==> src/rtl/slave_ctrl_pkg.sv <==
// slave_ctrl_pkg: shared definitions for the slave bus sequencer.
//   - state encoding localparams and the matching state enum
//   - is_onehot(): exactly-one-bit-set check used to validate a target select
package slave_ctrl_pkg;

    localparam int unsigned ST_IDLE = 0;
    localparam int unsigned ST_RDY  = 1;
    localparam int unsigned ST_ADDR = 2;
    localparam int unsigned ST_WAIT = 3;
    localparam int unsigned ST_DATA = 4;
    localparam int unsigned ST_RESP = 5;

    localparam int unsigned STATE_W = 3;

    // Widest select vector the one-hot helper accepts; callers zero-extend.
    localparam int unsigned MAX_SLV = 32;

    typedef enum logic [STATE_W-1:0] {
        S_IDLE = STATE_W'(ST_IDLE),
        S_RDY  = STATE_W'(ST_RDY),
        S_ADDR = STATE_W'(ST_ADDR),
        S_WAIT = STATE_W'(ST_WAIT),
        S_DATA = STATE_W'(ST_DATA),
        S_RESP = STATE_W'(ST_RESP)
    } state_t;

    // True when exactly one bit of v is set (clearing the lowest set bit leaves zero).
    function automatic logic is_onehot(input logic [MAX_SLV-1:0] v);
        return (v != '0) && ((v & (v - MAX_SLV'(1))) == '0);
    endfunction

endpackage

==> src/rtl/slave_wait_cnt.sv <==
// slave_wait_cnt: loadable down-counter with zero flag.
// Ports:
//   clk, rst   clock, asynchronous active-high reset
//   load       load load_val this cycle (has priority over dec)
//   load_val   value to load
//   dec        decrement by one; saturates at zero, never wraps
//   zero_c     combinational flag, count == 0
module slave_wait_cnt #(
    parameter int unsigned W = 4
) (
    input  logic         clk,
    input  logic         rst,
    input  logic         load,
    input  logic [W-1:0] load_val,
    input  logic         dec,
    output logic         zero_c
);

    logic [W-1:0] count;

    // Count register: load wins, decrement stops at zero.
    always_ff @(posedge clk or posedge rst) begin
        if (rst) begin
            count <= '0;
        end else if (load) begin
            count <= load_val;
        end else if (dec && !zero_c) begin
            count <= count - W'(1);
        end
    end

    assign zero_c = (count == '0);

endmodule

==> src/rtl/slave_bus_ctrl.sv <==
// slave_bus_ctrl: slave-side bus sequencer serving NSLV channels from one FSM.
// Per transfer: RDY pulse, ADDR strobe, wait_cfg WAIT cycles, DATA strobe
// (write or read) held until the captured slave acks, then a RESP pulse.
// Optional macro: SLV_TIMEOUT_EN forces RESP with err=1 after TO_CYCLES
// DATA cycles without ack.
// Ports:
//   clk, rst        clock, asynchronous active-high reset
//   req, wr, sel,   master request, direction, one-hot target and wait count;
//   wait_cfg        sampled/captured only in IDLE
//   sl_ack          per-slave DATA completion (only captured bit, only in DATA)
//   busy            FSM not in IDLE
//   sl_rdy, sa,     ready pulse, address strobe, write strobe, read strobe,
//   sw, sr, slrsp   response pulse; only the captured bit is ever asserted
//   err             bad select pulse (and timeout during RESP when enabled)
module slave_bus_ctrl
    import slave_ctrl_pkg::*;
#(
    parameter int unsigned NSLV      = 4,
    parameter int unsigned WAIT_W    = 4,
    parameter int unsigned TO_CYCLES = 16
) (
    input  logic              clk,
    input  logic              rst,
    input  logic              req,
    input  logic              wr,
    input  logic [NSLV-1:0]   sel,
    input  logic [WAIT_W-1:0] wait_cfg,
    input  logic [NSLV-1:0]   sl_ack,
    output logic              busy,
    output logic [NSLV-1:0]   sl_rdy,
    output logic [NSLV-1:0]   sa,
    output logic [NSLV-1:0]   sw,
    output logic [NSLV-1:0]   sr,
    output logic [NSLV-1:0]   slrsp,
    output logic              err
);

    localparam int unsigned TO_W = (TO_CYCLES > 1) ? $clog2(TO_CYCLES) : 1;

    // Elaboration-time parameter sanity.
    if (NSLV < 1 || NSLV > MAX_SLV || WAIT_W < 1 || TO_CYCLES < 1 || TO_W > 32) begin : g_bad_param
        $error("slave_bus_ctrl: illegal parameter combination");
    end

    state_t              state;
    logic [NSLV-1:0]     sel_q;
    logic                wr_q;
    logic [WAIT_W-1:0]   wait_q;

    logic                wait_load;
    logic                wait_zero;
    logic                data_entry;
    logic                ack_hit;

    // Captured slave acked; other channels and other states are ignored.
    assign ack_hit = |(sl_ack & sel_q);

    // Edges that move the FSM into DATA.
    assign data_entry = ((state == S_ADDR) && (wait_q == '0)) ||
                        ((state == S_WAIT) && wait_zero);

    assign wait_load = (state == S_ADDR) && (wait_q != '0);

    // Loaded with wait_cfg-1 so that zero is seen in the last of wait_cfg WAIT cycles.
    slave_wait_cnt #(.W(WAIT_W)) u_wait_cnt (
        .clk      (clk),
        .rst      (rst),
        .load     (wait_load),
        .load_val (WAIT_W'(wait_q - WAIT_W'(1))),
        .dec      (state == S_WAIT),
        .zero_c   (wait_zero)
    );

`ifdef SLV_TIMEOUT_EN
    logic to_zero;

    // Loaded with TO_CYCLES-1 on DATA entry; zero marks the TO_CYCLES-th DATA cycle.
    slave_wait_cnt #(.W(TO_W)) u_to_cnt (
        .clk      (clk),
        .rst      (rst),
        .load     (data_entry),
        .load_val (TO_W'(TO_CYCLES - 1)),
        .dec      (state == S_DATA),
        .zero_c   (to_zero)
    );
`endif

    // Control FSM; outputs are registered from the next state and captured select.
    always_ff @(posedge clk or posedge rst) begin
        if (rst) begin
            state  <= S_IDLE;
            sel_q  <= '0;
            wr_q   <= 1'b0;
            wait_q <= '0;
            busy   <= 1'b0;
            sl_rdy <= '0;
            sa     <= '0;
            sw     <= '0;
            sr     <= '0;
            slrsp  <= '0;
            err    <= 1'b0;
        end else begin
            sl_rdy <= '0;
            sa     <= '0;
            sw     <= '0;
            sr     <= '0;
            slrsp  <= '0;
            err    <= 1'b0;
            case (state)
                S_IDLE: begin
                    if (req) begin
                        if (is_onehot(MAX_SLV'(sel))) begin
                            sel_q  <= sel;
                            wr_q   <= wr;
                            wait_q <= wait_cfg;
                            state  <= S_RDY;
                            busy   <= 1'b1;
                            sl_rdy <= sel;
                        end else begin
                            err <= 1'b1;
                        end
                    end
                end
                S_RDY: begin
                    state <= S_ADDR;
                    sa    <= sel_q;
                end
                S_ADDR, S_WAIT: begin
                    if (data_entry) begin
                        state <= S_DATA;
                        if (wr_q) sw <= sel_q;
                        else      sr <= sel_q;
                    end else begin
                        state <= S_WAIT;
                    end
                end
                S_DATA: begin
                    if (ack_hit) begin
                        state <= S_RESP;
                        slrsp <= sel_q;
`ifdef SLV_TIMEOUT_EN
                    end else if (to_zero) begin
                        state <= S_RESP;
                        slrsp <= sel_q;
                        err   <= 1'b1;
`endif
                    end else if (wr_q) begin
                        sw <= sel_q;
                    end else begin
                        sr <= sel_q;
                    end
                end
                S_RESP: begin
                    state <= S_IDLE;
                    busy  <= 1'b0;
                end
                default: begin
                    state <= S_IDLE;
                    busy  <= 1'b0;
                end
            endcase
        end
    end

endmodule

==> config.mk <==
export PLATFORM = sky130hd
export DESIGN_NAME = slave_bus_ctrl
export DESIGN_NICKNAME = d
export VERILOG_FILES = /design/src/rtl/slave_ctrl_pkg.sv /design/src/rtl/slave_wait_cnt.sv /design/src/rtl/slave_bus_ctrl.sv
export SDC_FILE = /design/constraint.sdc
export NUM_CORES = 1
export LEC_CHECK = 0
export CAP_MARGIN = 25
export CORE_MARGIN = 3
export CORE_UTILIZATION = 45
export CTS_CLUSTER_SIZE = 8
export DETAILED_ROUTE_END_ITERATION = 8
export PLACE_DENSITY = 0.73
export SLEW_MARGIN = 10
export SYNTH_ARGS = -nofsm -noshare
export SYNTH_HDL_FRONTEND = slang
export SYNTH_SLANG_ARGS = --single-unit
==> constraint.sdc <==
create_clock -name clk -period 2.5 [get_ports clk]
set_clock_uncertainty 0.05 [all_clocks]
set_input_delay 0.25 -clock clk [delete_from_list [all_inputs] [get_ports clk]]
set_output_delay 0.25 -clock clk [all_outputs]
set_load 0.02 [all_outputs]
# --- Word-level counts from Yosys, hierarchy flattened ---
# Cells that the tools add are included.
classes:
  muxes: 27
  bitwise_logic: 3
  eq_ne: 7
  reduce_logical: 20
  addsub: 3
ops:
  columns: ["cell", "count"]
  rows:
  - ["two-way mux 4 bit", 14]
  - ["bitwise AND 4 x 32 -> 32 bit", 1]
  - ["zero test 32 bit", 1]
  - ["one-hot mux 4 bit (2 select lines)", 2]
  - ["two-way mux 3 bit", 4]
  - ["one-hot mux 3 bit (4 select lines)", 1]
  - ["AND reduction 3 bit", 3]
  - ["zero test 4 bit", 2]
  - ["nonzero test 4 bit", 2]
  - ["OR reduction 4 bit", 2]
  - ["subtractor 4 x 1 -> 4 bit (second input constant)", 2]
  - ["== test 3 x 2 -> 1 bit (second input constant)", 2]
  - ["inequality test 2 bit (second input constant)", 3]
  - ["logical AND 1 bit", 5]
  - ["two-way mux 1 bit", 5]
  - ["subtractor 4 x 1 -> 5 bit (second input constant)", 1]
  - ["bitwise AND 4 bit", 1]
  - ["== test 3 x 1 -> 1 bit (second input constant)", 1]
  - ["== test 3 bit (second input constant)", 1]
  - ["zero test 3 bit", 1]
  - ["one-hot mux 1 bit (2 select lines)", 1]
  - ["nonzero test 2 bit", 1]
  - ["OR reduction 2 bit", 1]
  - ["zero test 1 bit", 1]
  - ["other kinds (2)", 2]
totals:
  register_bits: 38
  input_bits: 16

# --- Logic depth before layout (Yosys ltp) ---
# Gate-level depths: netlist of run 1.
logic_depth:
  depth_word: 7
  mapped_depth: 8
  mapped_depth_nobuf: 8

# --- By module ---
# A second synthesis of run 1 with hierarchy kept.
unflattened:
  hier_cells: 141
  hier_area_um2: 1699.1
modules_own_cells:
  columns: ["mod", "area_each_um2", "cells_per_inst", "n_inst"]
  rows:
  - ["slave_bus_ctrl", 1437.6, 113, 1]
  - ["slave_wait_cnt", 261.5, 28, 1]

# --- Least setup slack after synthesis of run 1 ---
# No wires, ideal clock.
synth_timing:
  kind: "reg-to-reg"
  startpoint: "register state[2]"
  endpoint: "register u_wait_cnt.count[2]"
  arrival_ns: 1.884
  path_slack_ns: 0.499
  required_ns: 2.384
  period_less_slack_ns: 2.001
  path_buffers: 0
  path_stages_with_launch: 9
  path_cell_list: "dfrtp_1 nand2b_1 nor3_1 a21oi_1 ha_1 nand4b_1 o21ai_0 a221oi_1 o31a_1"
synth_between:
  elab_chain_cells: 3
  elab_cells_between_ends: 6
synth_lines:
  columns: ["item", "line", "rtl"]
  rows:
  - ["from (decl)", "slave_bus_ctrl.sv:45", "state_t state;"]
  - ["from (signal assigned)", "slave_bus_ctrl.sv:91", "state <= S_IDLE;"]
  - ["from (signal assigned)", "slave_bus_ctrl.sv:116", "state <= S_RDY;"]
  - ["from (signal assigned)", "slave_bus_ctrl.sv:125", "state <= S_ADDR;"]
  - ["== test 3 x 2 -> 1 bit, on equally long branches", "slave_bus_ctrl.sv:62, slave_bus_ctrl.sv:70", null]
  - ["logical AND 1 bit, on equally long branches", "slave_bus_ctrl.sv:62, slave_wait_cnt.sv:27", null]
  - ["two-way mux 4 bit / nonzero test 2 bit (equally long branches)", null, null]
  - ["to (signal assigned)", "slave_wait_cnt.sv:26", "count <= load_val;"]
  - ["to (signal assigned)", "slave_wait_cnt.sv:28", "count <= count - W'(1);"]
  - ["to (decl)", "slave_wait_cnt.sv:19", "logic [W-1:0] count;"]
# Parallel ways exist; a longest one is shown, timed or not.
# A chain may end at the register's enable or synchronous reset.

# --- Worst setup path in the final report of run 1 ---
# Ends and elaborated chain as after synthesis.

==> out/results.ini, run 1 <==
[run_status]
status=finished clean

[drt]
route.met2.wl_mm=1.46
vias_per_cell=5.26
num_vias=1167
drt_pre_antenna_iters=4
drt_wl_total_mm=3.23
ant_nets=0
routedWlPerCell_um=14.5
top_layer_used=met4
drc_errors=0
met3_length_um=217
drt_first_iter_violations=35
drt-met1-wl_mm=1.49

[clock_tree]
cts_tree=yes
cts_setup_buffers=0
clock_path_buffers=2
cts-hold-fix-buffers=0
clkTransAtPathRegs_ps=70
clkSinkCount=38
clk_latency_ps=290
cts-root-buf=clkbuf_8
cts_htree_levels=2
cts_resized=0
numCtsBuffers=5

[placement]
gp_congestion=0.791
port_buffers=37
hpwlAfterDp_mm=2.29

[timing]
hold_ws_ps=325
setup_violations=0
fin_setup_tns_ps=0
fin_crit_sh=0.910
hold_viol_final=0
relSlewSlack=0.612
finalWorstPathRequiredPeriod_ps=2280
maxSlewViolCount=0
worst_pin_slew_ps=579
rsz0062_at_grt=no
max_freq_mhz=439

[grt]
grt_max_degree=39
grt_pass1_wl_mm=5.40
antenna_found_initial=0
grt_pass1_vias=1133
overflow=0
grt_use_total=0.166

[synth]
synth_top_cell_area_share=0.578
synth_warnings=0
synthTopCellsByArea=dfrtp_1 (58%), mux2_2 (4.1%), mux2_4 (3.6%)
yosysTopAreaCell=dfrtp_1
syn_area_sq_mm=0.00165
ys_seq_elements=38
synth_cells=132
ys_seq_area_frac=0.578
synth-async-reset-ratio=1.00
synth_edf_count=0
synth_nets=149
avgSynthCellArea_sq_um=12.5
synth_ff_type=dfrtp_1
ys_types=38

[die]
initial_core_util=0.478
die-area_sq_mm=0.00442
boundaryPins=38
num_rows=21
fp.dieH_um=66.5
die-width_um=66.5
core_area_sq_mm=0.00344

[critical_path]
path_max_fanout=9
setup.worst_path.class=reg2reg
start_kind=register
rr_startpoint=state[2]$_DFFE_PP0P_
worstPathCellList=nand2b_1 > nor3_1 > a21oi_1 > ha_1 > nand4b_1 > o21ai_0 > a221oi_1 > o31a_1
arrival_ps=2460
cp_num_buf_inv=0
worst-r2r-setup-slack_ps=220
crit_path_end_kind=register
slowest_delay_ps=460
critPathSlowestCell=dfrtp_1
cp_top_family=simple AND/OR/NAND/NOR gates
r2r_cells=8
r2r-end=u_wait_cnt.count[2]$_DFFE_PP0P_
cp.required_ps=2680

[worst_hold_path]
min_path_type=in2async

[final_layout]
n_antenna_cell=0
utilization=0.628
layout.nets=192
drive_above_1_share=0.136
layout_common_cells=dfrtp_1 (38), clkdlybuf4s50_1 (37), and2_1 (8)
layout_commonest_cell=dfrtp_1
syn2layout_area_growth_pct=31.3

[power_and_ir_drop]
cellPowerDensity_mw_per_mm2=506
total_power_mw=1.09
power_leakage_nw=0.999
ir_drop_mv=0.320

[job]
drv_cap=0

[where the power goes]
part	internal (mW)	switching [mW]
clock	0.221	0.209
combinational	0.0254	0.0233
sequential	0.614	0
total	0.861	0.233
[synth_stat cells (2+ instances only)]
cell type / number
o22ai_1: 2
mux2_4: 4
a221oi_1: 2
nand4b_1: 2
mux2i_1: 2
inv_1: 7
o31a_1: 2
nor2b_1: 2
o31ai_1: 3
and2_1: 8
dfrtp_1: 38
nand2_1: 7
o21ai_0: 4
nand3_1: 2
nor3_1: 2
mux2_2: 6
a21oi_1: 4
a22oi_1: 2
nor2_1: 7
nor3b_1: 5
and3b_1: 4
[stage by stage]
step	area [sq um]	setup slack [ps]	cells
3_5_place_dp	2070	241	214
6_report	2160	225	222
3_3_place_gp	2070	342	214
2_1_floorplan	1650	499	132
4_1_cts	2160	234	222
5_1_grt	2160	36.7	222
[tightest hold or removal path: stages]
cell and delay, ps:
clkdlybuf4s50_1 400, inv_1 60, buf_4 400
[per-layer routing]
metal / GRT usage / vias up
met3: 0.0556 / 8
met4: 0.0838 / 0
met1: 0.221 / 556
met5: 0 / -
met2: 0.239 / 42
li1: - / 561
[area by class of cell]
cell class	count	area [sq um]
fill	268	1280
sequential	38	951
multi-input combinational	85	654
timing repair buffer	38	378
clock buffer	6	82.6
tap	46	57.6
inverter	7	26.3
clock inverter	2	12.5
[flip-flops by register name, indices dropped and copies added (netlist names)]
register and count:
wr_q 1, slrsp 4, sw 4, sa 4, u_wait_cnt.count 4, busy 1
sl_rdy 4, sr 4, sel_q 4, state 3, wait_q 4, err 1
[kinds of logic (layout without fill, tap and decap cells)]
group | Yosys count | in the layout | share of synthesized area
compound gates | 24 | 24 | 0.116
flops | 38 | 38 | 0.578
mux | 12 | 12 | 0.0897
simple gates | 47 | 47 | 0.179
fa+ha+maj | 1 | 1 | 0.00760
buf+inv | 9 | 53 | 0.0251
xor+xnor | 1 | 1 | 0.00532
[how the worst max path moves through the flow]
stage	start	end	cells after the start
detailed placement	state[2]$_DFFE_PP0P_	u_wait_cnt.count[2]$_DFFE_PP0P_	8
CTS	state[2]$_DFFE_PP0P_	u_wait_cnt.count[2]$_DFFE_PP0P_	8
global route	state[2]$_DFFE_PP0P_	u_wait_cnt.count[2]$_DFFE_PP0P_	8
finish	state[2]$_DFFE_PP0P_	u_wait_cnt.count[2]$_DFFE_PP0P_	8
global placement	sel[1]	wait_q[3]$_DFFE_PP0P_	5
floorplan	state[2]$_DFFE_PP0P_	u_wait_cnt.count[2]$_DFFE_PP0P_	8
Note: power is estimated with default switching activity, not from simulation.
==> run 2, diff against run 1 <==
--- a/config.mk
+++ b/config.mk
@@ -11,6 +11,7 @@
 export CTS_CLUSTER_SIZE = 8
 export DETAILED_ROUTE_END_ITERATION = 8
 export PLACE_DENSITY = 0.73
+export SKIP_CTS_REPAIR_TIMING = 1
 export SLEW_MARGIN = 10
 export SYNTH_ARGS = -nofsm -noshare
 export SYNTH_HDL_FRONTEND = slang
==> results of run 2 <==
No change in the layout: final DEF, timing and power equal those of run 1.
==> run 3, diff against run 2 <==
--- a/config.mk
+++ b/config.mk
@@ -5,12 +5,13 @@
 export SDC_FILE = /design/constraint.sdc
 export NUM_CORES = 1
 export LEC_CHECK = 0
-export CAP_MARGIN = 25
+export CAP_MARGIN = 10
 export CORE_MARGIN = 3
 export CORE_UTILIZATION = 45
 export CTS_CLUSTER_SIZE = 8
 export DETAILED_ROUTE_END_ITERATION = 8
 export PLACE_DENSITY = 0.73
+export REMOVE_ABC_BUFFERS = 1
 export SKIP_CTS_REPAIR_TIMING = 1
 export SLEW_MARGIN = 10
 export SYNTH_ARGS = -nofsm -noshare
==> constraint.sdc (replaced) <==
create_clock -name clk -period 2.67 [get_ports clk]
set_clock_uncertainty 0.05 [all_clocks]
set_input_delay 0.267 -clock clk [delete_from_list [all_inputs] [get_ports clk]]
set_output_delay 0.267 -clock clk [all_outputs]
set_load 0.02 [all_outputs]
==> run 3 against run 2 <==
- routed wire length is 0.22% lower
- register-to-register slack better by 150 ps
- non-clock buffer count stayed put
- worst hold slack better by 14 ps
- flip-flop and latch count stayed put
- total power hardly changed
- via count is 0.60% lower
- core utilization is 0.33 points higher
- first-iteration DRC count is 43% higher
- die area stayed put
- cell count stayed put
==> out/results.ini, run 3 (synthesized netlist as in run 1, its figures left out) <==
[run_status]
status=finished clean

[critical_path]
cp.required_ps=2850  ; +170 ps
setup.worst_path.class=reg2reg
r2r_cells=8  ; unchanged
critPathSlowestCell=dfrtp_1
startpoint=state[2]$_DFFE_PP0P_
path_max_fanout=9  ; unchanged
crit_path_end_kind=register
slowest_delay_ps=460  ; about the same
start_kind=register
r2r-end=u_wait_cnt.count[2]$_DFFE_PP0P_
worst-r2r-setup-slack_ps=370  ; +150 ps
rr_startpoint=state[2]$_DFFE_PP0P_
arrival_ps=2480  ; +20 ps
worstPathCellList=nand2b_1 > nor3_1 > a21oi_1 > ha_1 > nand4b_1 > o21ai_0 > a221oi_1 > o31a_1

[final_layout]
drive_above_1_share=0.125  ; -0.0114
utilization=0.631  ; +0.00327
syn2layout_area_growth_pct=32.0
n_antenna_cell=0  ; unchanged
layout_common_cells=dfrtp_1 (38), clkdlybuf4s50_1 (37), and2_1 (8)
layout_commonest_cell=dfrtp_1
layout.nets=192  ; unchanged

[job]
drv_cap=0  ; unchanged

[timing]
maxSlewViolCount=0  ; unchanged
worst_pin_slew_ps=580  ; +0.825 ps
fin_crit_sh=0.861  ; -0.0489
max_freq_mhz=435  ; -1.1%
relSlewSlack=0.612  ; about the same
fin_setup_tns_ps=0  ; unchanged
finalWorstPathRequiredPeriod_ps=2300  ; +24.2 ps
rsz0062_at_grt=no
setup_violations=0  ; unchanged
hold_viol_final=0  ; unchanged

[power_and_ir_drop]
power.share.combinational=0.042  ; -0.003
seqPwrFrac=0.526  ; -0.036
switching_share=0.197  ; -0.0160
ir_drop_mv=0.419  ; +31%
power_leakage_nw=1.00  ; +0.53%
internal_power_mw=0.878  ; +2.0%
cellPowerDensity_mw_per_mm2=503  ; -0.53%
clkPwrFrac=0.432  ; +0.038
p_switching_mw=0.215  ; -7.5%

[die]
core_area_sq_mm=0.00344  ; unchanged
die-width_um=66.5  ; unchanged
num_rows=21  ; unchanged
die-area_sq_mm=0.00442  ; unchanged
initial_core_util=0.478  ; unchanged
fp.dieH_um=66.5  ; unchanged
boundaryPins=38  ; unchanged

[drt]
ant_nets=0  ; unchanged
drt_wl_total_mm=3.22  ; -0.22%
drc_errors=0  ; unchanged
vias_per_cell=5.23  ; -0.60%
routedWlPerCell_um=14.5  ; -0.22%
drt_pre_antenna_iters=4  ; unchanged
num_vias=1160  ; -0.60%
drt_first_iter_violations=50  ; +43%

[grt]
grt_pass1_vias=1051  ; -7.2%
grt_max_degree=39  ; unchanged
overflow=0  ; unchanged
antenna_found_initial=0  ; unchanged
grt_pass1_wl_mm=5.29  ; -1.9%
grt_use_total=0.164  ; -0.00132

[clock_tree]
clock_path_buffers=2  ; unchanged
numCtsBuffers=5  ; unchanged
cts_tree=yes
cts-root-buf=clkbuf_8
clkSinkCount=38  ; unchanged
clk_latency_ps=290  ; about the same
cts_htree_levels=2  ; unchanged
clkTransAtPathRegs_ps=70  ; about the same

[placement]
gp_congestion=0.762  ; -3.6%
port_buffers=37  ; unchanged
hpwlAfterDp_mm=2.22  ; -2.7%

[worst_hold_path]
min_path_type=in2async

run 3: cell count changes in the layout (fill, tap and decap cells not counted):
cell,before,now
clkbuf_1,0,2
bufinv_16,0,1
clkbuf_8,6,5
clkinv_2,1,0
clkinvlp_4,1,0
run 3: per-layer routing:
layer | wire length (um) | global-route usage | vias up
li1 | - | - | 562
met1 | 1460 | 0.224 | 549
met2 | 1510 | 0.245 | 43
met3 | 195 | 0.0506 | 6
met4 | 55 | 0.0609 | 0
met5 | 0 | 0 | -
run 3: cell type report:
| class | instances | area [sq um] |
|---|---|---|
| inverters | 7 | 26.3 |
| well taps | 46 | 57.6 |
| flip-flops and latches | 38 | 951 |
| clock buffers | 7 | 76.3 |
| multi-input cells | 85 | 654 |
| repair buffers | 38 | 378 |
| clock inverters | 1 | 30.0 |
| fillers | 279 | 1270 |
run 3: how the worst max path moves through the flow:
stage | end | slack [ps] | cells after the start
after floorplan | u_wait_cnt.count[2]$_DFFE_PP0P_ | 670 | 8
after global placement | sel_q[0]$_DFFE_PP0P_ | 500 | 5
after detailed placement | sel_q[2]$_DFFE_PP0P_ | 460 | 5
after CTS | u_wait_cnt.count[2]$_DFFE_PP0P_ | 420 | 8
after global routing | u_wait_cnt.count[2]$_DFFE_PP0P_ | 280 | 8
final | u_wait_cnt.count[2]$_DFFE_PP0P_ | 370 | 8
run 3: through the flow:
step	cell area, sq um	hold WS, ps	instances	setup slack, ps	total power [mW]
5_1_grt	2170	394	222	284	1.14
6_report	2170	339	222	370	1.09
2_1_floorplan	1630	323	130	669	0.602
4_1_cts	2170	360	222	425	1.10
3_5_place_dp	2070	426	214	461	0.633
3_3_place_gp	2070	430	214	497	0.632
run 3: worst max-delay path, delay by kind of cell (launching register included):
kind	cells	cell delay, ps
AO/OA/AOI/OAI	4	650
AND/OR/NAND/NOR	3	800
adder cells (fa/ha/maj)	1	280
flip-flops	1	460
run 3: power by group through the flow:
stage | combinational, mW | clock (mW) | sequential [mW]
finish | 0.0455 | 0.473 | 0.575
detailed placement | 0.0469 | 0 | 0.586
CTS | 0.0470 | 0.482 | 0.575
floorplan | 0.0159 | 0 | 0.586
global route | 0.0501 | 0.516 | 0.575
global placement | 0.0461 | 0 | 0.586
